File: config.mk
export PLATFORM = sky130hd
export DESIGN_NAME = operand_feeder
export DESIGN_NICKNAME = d
export VERILOG_FILES = /design/src/rtl/operand_feeder.sv
export SDC_FILE = /design/constraint.sdc
export NUM_CORES = 2
export LEC_CHECK = 0
export CORE_ASPECT_RATIO = 1.2
export CORE_MARGIN = 10
export CORE_UTILIZATION = 25
export DETAILED_ROUTE_END_ITERATION = 8
export GPL_TIMING_DRIVEN = 0
export HOLD_SLACK_MARGIN = 0.06
export PLACE_DENSITY = 0.37
export SETUP_SLACK_MARGIN = 0.1
export SLEW_MARGIN = 0
export SYNTH_ARGS = -nofsm -noshare
export SYNTH_HDL_FRONTEND = slang
export SYNTH_SLANG_ARGS = --single-unit
File: constraint.sdc
create_clock -name clk -period 48.2 [get_ports clk]
set_clock_uncertainty 0.2 [all_clocks]
set_input_delay 14.46 -clock clk [delete_from_list [all_inputs] [get_ports clk]]
set_output_delay 14.46 -clock clk [all_outputs]
set_load 0.01 [all_outputs]
File: src/rtl/operand_feeder.sv
// operand_feeder: stores one operand tile as column vectors and streams it
// one column per cycle toward the skew buffer. ARRAY_SIZE-1 zero flush
// cycles follow the stream so the deepest skew row drains. The block owns
// the skew buffer enable, so one stall freezes the whole feed path.
module operand_feeder #(
    parameter int ARRAY_SIZE = 8,
    parameter int DATA_WIDTH = 8,
    parameter int DEPTH      = 16,
    localparam int AW = (DEPTH > 1) ? $clog2(DEPTH) : 1,
    localparam int LW = $clog2(DEPTH + 1),
    localparam int VW = ARRAY_SIZE * DATA_WIDTH
) (
    input  logic                 clk,
    input  logic                 rst,
    input  logic                 wr_en,
    input  logic [AW-1:0]        wr_addr,
    input  logic signed [VW-1:0] wr_data,
    input  logic                 start,
    input  logic [LW-1:0]        len,
    input  logic                 stall,
    output logic signed [VW-1:0] vec_out,
    output logic                 vec_valid,
    output logic                 skew_en,
    output logic                 busy,
    output logic                 done
);

    localparam int            FW          = (ARRAY_SIZE > 1) ? $clog2(ARRAY_SIZE) : 1;
    localparam logic [LW-1:0] DEPTH_LEN   = LW'(DEPTH);
    localparam logic [AW:0]   DEPTH_ADDR  = (AW + 1)'(DEPTH);
    localparam logic [FW-1:0] FLUSH_LAST  = FW'((ARRAY_SIZE > 1) ? ARRAY_SIZE - 2 : 0);
    localparam logic          SINGLE_ROW  = (ARRAY_SIZE == 1) ? 1'b1 : 1'b0;
    localparam logic [LW-1:0] LEN_ONE     = LW'(1);
    localparam logic [FW-1:0] FCNT_ONE    = FW'(1);

    typedef enum logic [1:0] {
        ST_IDLE   = 2'd0,
        ST_STREAM = 2'd1,
        ST_FLUSH  = 2'd2
    } state_t;

    state_t        state_q, state_d;
    logic [LW-1:0] cnt_q, cnt_d;
    logic [LW-1:0] len_q, len_d;
    logic [FW-1:0] fcnt_q, fcnt_d;
    logic [VW-1:0] vec_out_q, vec_out_d;
    logic          vec_valid_q, vec_valid_d;
    logic          busy_q, busy_d;
    logic          done_q, done_d;
    logic [VW-1:0] mem_q [DEPTH];
    logic [VW-1:0] mem_d [DEPTH];

    logic          start_ok_s;
    logic          wr_ok_s;
    logic [LW-1:0] len_clamp_s;
    logic [LW-1:0] last_cnt_s;
    logic [AW-1:0] rd_addr_s;

    // Decode accepted start, clamped length, legal write and next read index.
    always_comb begin
        start_ok_s  = (state_q == ST_IDLE) && start && (len != {LW{1'b0}});
        len_clamp_s = (len > DEPTH_LEN) ? DEPTH_LEN : len;
        wr_ok_s     = (state_q == ST_IDLE) && wr_en &&
                      ({1'b0, wr_addr} < DEPTH_ADDR) && !start_ok_s;
        last_cnt_s  = len_q - LEN_ONE;
        rd_addr_s   = AW'(cnt_q + LEN_ONE);
    end

    // Next-state logic for the feed FSM, its outputs and the tile storage.
    always_comb begin
        state_d     = state_q;
        cnt_d       = cnt_q;
        len_d       = len_q;
        fcnt_d      = fcnt_q;
        vec_out_d   = vec_out_q;
        vec_valid_d = vec_valid_q;
        busy_d      = busy_q;
        done_d      = 1'b0;
        mem_d       = mem_q;
        case (state_q)
            ST_IDLE: begin
                if (start_ok_s) begin
                    state_d     = ST_STREAM;
                    cnt_d       = {LW{1'b0}};
                    len_d       = len_clamp_s;
                    fcnt_d      = {FW{1'b0}};
                    vec_out_d   = mem_q[{AW{1'b0}}];
                    vec_valid_d = 1'b1;
                    busy_d      = 1'b1;
                end else begin
                    vec_out_d   = {VW{1'b0}};
                    vec_valid_d = 1'b0;
                    busy_d      = 1'b0;
                    if (wr_ok_s) begin
                        mem_d[wr_addr] = wr_data;
                    end else begin
                        mem_d = mem_q;
                    end
                end
            end
            ST_STREAM: begin
                if (stall) begin
                    state_d = ST_STREAM;
                end else if (cnt_q == last_cnt_s) begin
                    cnt_d       = {LW{1'b0}};
                    vec_out_d   = {VW{1'b0}};
                    vec_valid_d = 1'b0;
                    fcnt_d      = {FW{1'b0}};
                    if (SINGLE_ROW) begin
                        state_d = ST_IDLE;
                        busy_d  = 1'b0;
                        done_d  = 1'b1;
                    end else begin
                        state_d = ST_FLUSH;
                    end
                end else begin
                    cnt_d     = cnt_q + LEN_ONE;
                    vec_out_d = mem_q[rd_addr_s];
                end
            end
            ST_FLUSH: begin
                if (stall) begin
                    state_d = ST_FLUSH;
                end else if (fcnt_q == FLUSH_LAST) begin
                    state_d = ST_IDLE;
                    fcnt_d  = {FW{1'b0}};
                    busy_d  = 1'b0;
                    done_d  = 1'b1;
                end else begin
                    fcnt_d = fcnt_q + FCNT_ONE;
                end
            end
            default: begin
                state_d     = ST_IDLE;
                vec_out_d   = {VW{1'b0}};
                vec_valid_d = 1'b0;
                busy_d      = 1'b0;
            end
        endcase
    end

    // State, output and storage registers; reset aborts and clears everything.
    always_ff @(posedge clk or posedge rst) begin
        if (rst) begin
            state_q     <= ST_IDLE;
            cnt_q       <= {LW{1'b0}};
            len_q       <= {LW{1'b0}};
            fcnt_q      <= {FW{1'b0}};
            vec_out_q   <= {VW{1'b0}};
            vec_valid_q <= 1'b0;
            busy_q      <= 1'b0;
            done_q      <= 1'b0;
            for (int i = 0; i < DEPTH; i++) begin
                mem_q[i] <= {VW{1'b0}};
            end
        end else begin
            state_q     <= state_d;
            cnt_q       <= cnt_d;
            len_q       <= len_d;
            fcnt_q      <= fcnt_d;
            vec_out_q   <= vec_out_d;
            vec_valid_q <= vec_valid_d;
            busy_q      <= busy_d;
            done_q      <= done_d;
            mem_q       <= mem_d;
        end
    end

    assign vec_out   = vec_out_q;
    assign vec_valid = vec_valid_q;
    assign busy      = busy_q;
    assign done      = done_q;
    assign skew_en   = busy_q & ~stall;

endmodule
# --- Word level (Yosys, flattened, before mapping) ---
# Cells that the tools add are included.
op_classes:
  add_sub_neg: 3
  magnitude_cmp: 4
  eq_ne: 11
  n_mux: 37
  n_bitwise: 7
  reduce_logical: 18
ops:
  columns: ["operator", "n"]
  rows:
  - ["bitwise mux 1024 bit", 1]
  - ["two-way mux 64 bit", 6]
  - ["binary-select mux 64 bit (select 4 bit)", 1]
  - ["demux 64 bit (select 4 bit)", 1]
  - ["case mux 64 bit (3 select lines)", 1]
  - ["two-way mux 5 bit", 4]
  - ["two-way mux 3 bit", 5]
  - ["AND reduction 3 bit", 5]
  - ["greater-or-equal comparator 5 bit, second input constant", 2]
  - ["two-way mux 2 bit", 5]
  - ["!= test 2 bit, second input constant", 5]
  - ["NOT 4 -> 5 bit", 2]
  - ["case mux 5 bit (2 select lines)", 1]
  - ["case mux 3 bit (3 select lines)", 1]
  - ["two-way mux 1 bit", 8]
  - ["!= test 3 bit, second input constant", 2]
  - ["case mux 1 bit (3 select lines)", 2]
  - ["case mux 2 bit (3 select lines)", 1]
  - ["adder 5 x 1 -> 5 bit, second input constant", 1]
  - ["== test 5 bit", 1]
  - ["greater-than comparator 5 bit, second input constant", 1]
  - ["logical AND 1 bit", 5]
  - ["less-than comparator 5 x 1 -> 1 bit, second input constant", 1]
  - ["AND reduction 5 bit", 1]
  - ["other kinds (13)", 17]
totals:
  regBits: 1106
  inputBits: 78
  output_inout_bits: 68
  elab_cells: 104

# --- Logic depth before layout (Yosys ltp) ---
logic_depth:
  ltp_word: 8
  mapped_depth: 9
  depth_no_buf: 7

# --- Worst setup path before layout ---
# No wires, ideal clock.
synth_path:
  path_kind: "in2out"
  startpoint: "in stall"
  endpoint: "out skew_en"
  arrival_time_ns: 14.638
  t_required_ns: 33.540
  setup_slack_ns: 18.902
  cell_stages: 1
  n_path_buf: 0
  path_cell_list: "nor2b_1"
synth_via:
  elab_chain_cells: 2
synth_lines:
  columns: ["element", "line", "source"]
  rows:
  - ["from (decl)", "20", "input logic stall,"]
  - ["NOT 1 bit", "173", "assign skew_en = busy_q & ~stall;"]
  - ["AND 1 bit", "173", null]
  - ["to (decl)", "23", "output logic skew_en,"]
# Every way passes these cells.

# --- Final worst setup path ---
# Same ends and word-level chain as after synthesis.

==> results.yml <==
outcome:
  status: "complete, no violations"
setup_path:
  rr_worst_depth: 9
  reg2reg_setup_slack_ps: 43010
  start_kind: "primary input"
  worstSetupStartpoint: "stall"
  endpoint_kind: "primary output"
  required_ps: 33540
  crit_fanout: 6
  critPathKind: "primary input to primary output"
  worst-path-buf-inv: 2
  cp_slowest_stage_delay_ps: 610
  path_cells: "clkdlybuf4s50_1 -> nor2b_1 -> clkdlybuf4s50_1"
  reg2reg_from: "cnt_q[1]"
  r2r_end: "vec_out[58]"
  path_delay_family: "buffers and inverters"
  cp.arrival_ps: 15800
  cp_common_cell: "clkdlybuf4s50_1"
  slowest_stage: "clkdlybuf4s50_1"
sta:
  fin_crit_ps: 30460
  fin_crit_sh_pct: 63.2
  setup_viol: 0
  worst_pin_slew_ps: 1360
  holdWs_ps: 298
  rsz0062_at_grt: "no"
  fmax_mhz: 32.8
  hold_violations: 0
  timing.slew.headroom_pct: 9.61
  fin_ws_ps: 17740
  final_max_slew_viol_count: 0
  fin_tns_setup_ps: 0
place:
  gp_congestion: 0.692
  port_buffers: 142
  place_ws_ps: 17680
  dp_hpwl_um: 105000
cts:
  clockRootBuffer: "clkbuf_16"
  cts_tree: "built"
  clock_latency_ps: 790
  cts_buffer_depth: 3
  cts_setup_buffers: 0
  hold_buffers: 0
  cts_buffers: 136
  htreeDepth: 4
  clock_sinks: 1106
  ctsResizeCount: 0
  clk_transition_reported_paths_ps: 60
grt:
  antenna_found_initial: 16
  grt_overflow: 0
  grt.total_usage_pct: 15.1
  grt_max_degree: 117
  grt_pass1_vias: 30600
  grt_pass1_wl_um: 236000
route:
  viasPerCell: 4.66
  vias: 28100
  ant_nets: 0
  wl_per_cell_um: 27.0
  wirelength_um: 163000
  drt_iter0_drc: 1470
  drc: 0
  dr.pass1.iters: 6
synthesis:
  synth.cell_area_um2: 49400
  yosys_warnings: 0
  synth_flop_cell: "dfrtp_1"
  netlist_top_cells_area: "dfrtp_1 (56%), mux2_2 (23%), mux4_2 (15%)"
  synth_edf_count: 0
  yosysTopAreaCell: "dfrtp_1"
  syn_inst: 3032
  yosysMostFrequentCell: "dfrtp_1"
  synth_area_per_cell_um2: 16.3
  ys_seq_elements: 1106
  synth_top_cell_area_share_pct: 56.0
  synthesis.nets: 3112
  ys_seq_area_share_pct: 56.0
  synth_cell_types: 42
  async_flop_share_pct: 100
  synth_commonest_cells: "dfrtp_1 (1106), mux2_2 (1019), mux4_2 (320)"
run:
  drv_cap: 0
die:
  initial_core_util_pct: 25.2
  fp.dieW_um: 426
  die_area_um2: 216000
  rows: 178
  core_area_um2: 196000
  chipHeight_um: 507
  io_pins: 146
power_and_ir_drop:
  power_w: 0.00336
  ir_drop_uv: 40.9
  power.leakage_nw: 26.9
  powerDensity_nw_per_um2: 57.2
min_path:
  hp-class: "flip-flop to flip-flop"
  hold_start: "mem_q[518]"
  worstHoldPathCells: 1
  hold_end: "mem_q[518]"
finish:
  area_delta_synth_final_pct: 19.0
  layout.nets: 3405
  drive_gt1_share_pct: 48.8
area by class of cell:
| cell class | count | area, µm² |
|---|---|---|
| well taps | 2610 | 3270 |
| plain buffers | 267 | 1140 |
| clock buffers | 198 | 3970 |
| diodes | 5 | 12.5 |
| flip-flops and latches | 1106 | 27700 |
| multi-input cells | 1648 | 20600 |
| fillers | 19500 | 137000 |
| clock inverters | 31 | 337 |
| inverters | 11 | 48.8 |
| repair buffers | 155 | 1750 |
worst max path at each step:
stage                      end  depth (start not counted)
CTS                    skew_en                          3
global placement    mem_q[290]                          2
finish                 skew_en                          3
floorplan                 busy                          1
detailed placement     skew_en                          3
global route           skew_en                          3
report_power, final:
part           switching, W  internal, W
clock network      0.000423     0.000583
logic              0.000536     0.000521
registers          0.000137      0.00116
total               0.00110      0.00227
registers in the layout, indices dropped and copies added, names as in the netlist:
| signal | cells |
|---|---|
| mem_q | 1024 |
| vec_out | 64 |
| cnt_q | 5 |
| len_q | 5 |
| fcnt_q | 3 |
| state_q | 2 |
| busy | 1 |
| done | 1 |
| vec_valid | 1 |
metrics by stage:
step | cells | utilization, % | instance area, µm²
4_1_cts | 6025 | 29.9 | 58700
6_report | 6031 | 30.0 | 58800
2_1_floorplan | 3032 | - | 49400
3_3_place_gp | 5784 | 27.6 | 54100
5_1_grt | 6027 | 29.9 | 58800
3_5_place_dp | 5796 | 27.7 | 54400
placed cells by master (no fill, tap or decap), types with 4 or more instances in the layout:
cell type,count
nor3_1,4
nand3_1,71
buf_2,89
nand2_2,10
nor2_1,6
mux4_2,320
a22oi_1,64
o21ai_0,11
a21oi_1,4
clkbuf_1,175
buf_16,11
clkbuf_16,138
diode_2,5
a2111oi_4,5
mux2_1,5
clkbuf_8,29
buf_1,26
nand2_1,87
mux2_2,1019
inv_6,4
inv_1,10
nor2b_1,7
buf_4,6
clkinv_8,5
inv_16,4
dfrtp_1,1106
clkinv_2,16
clkdlybuf4s50_1,142
per-layer routing:
metal,up-vias,global-route usage (%),share of wire (%)
li1,12100,-,-
met1,15400,20.1,45
met2,421,25.3,49
met3,218,2.32,3.0
met4,10,4.23,2.5
met5,-,0,0.043
logic make-up after synthesis:
| kind of cell | synth area share, % |
|---|---|
| flops | 56.0 |
| simple gates | 1.93 |
| mux | 37.9 |
| compound gates | 1.59 |
| buf+inv | 2.37 |
| xor+xnor | 0.106 |
| fa+ha+maj | 0.0506 |
No activity file was read; power rests on OpenSTA's default activity.
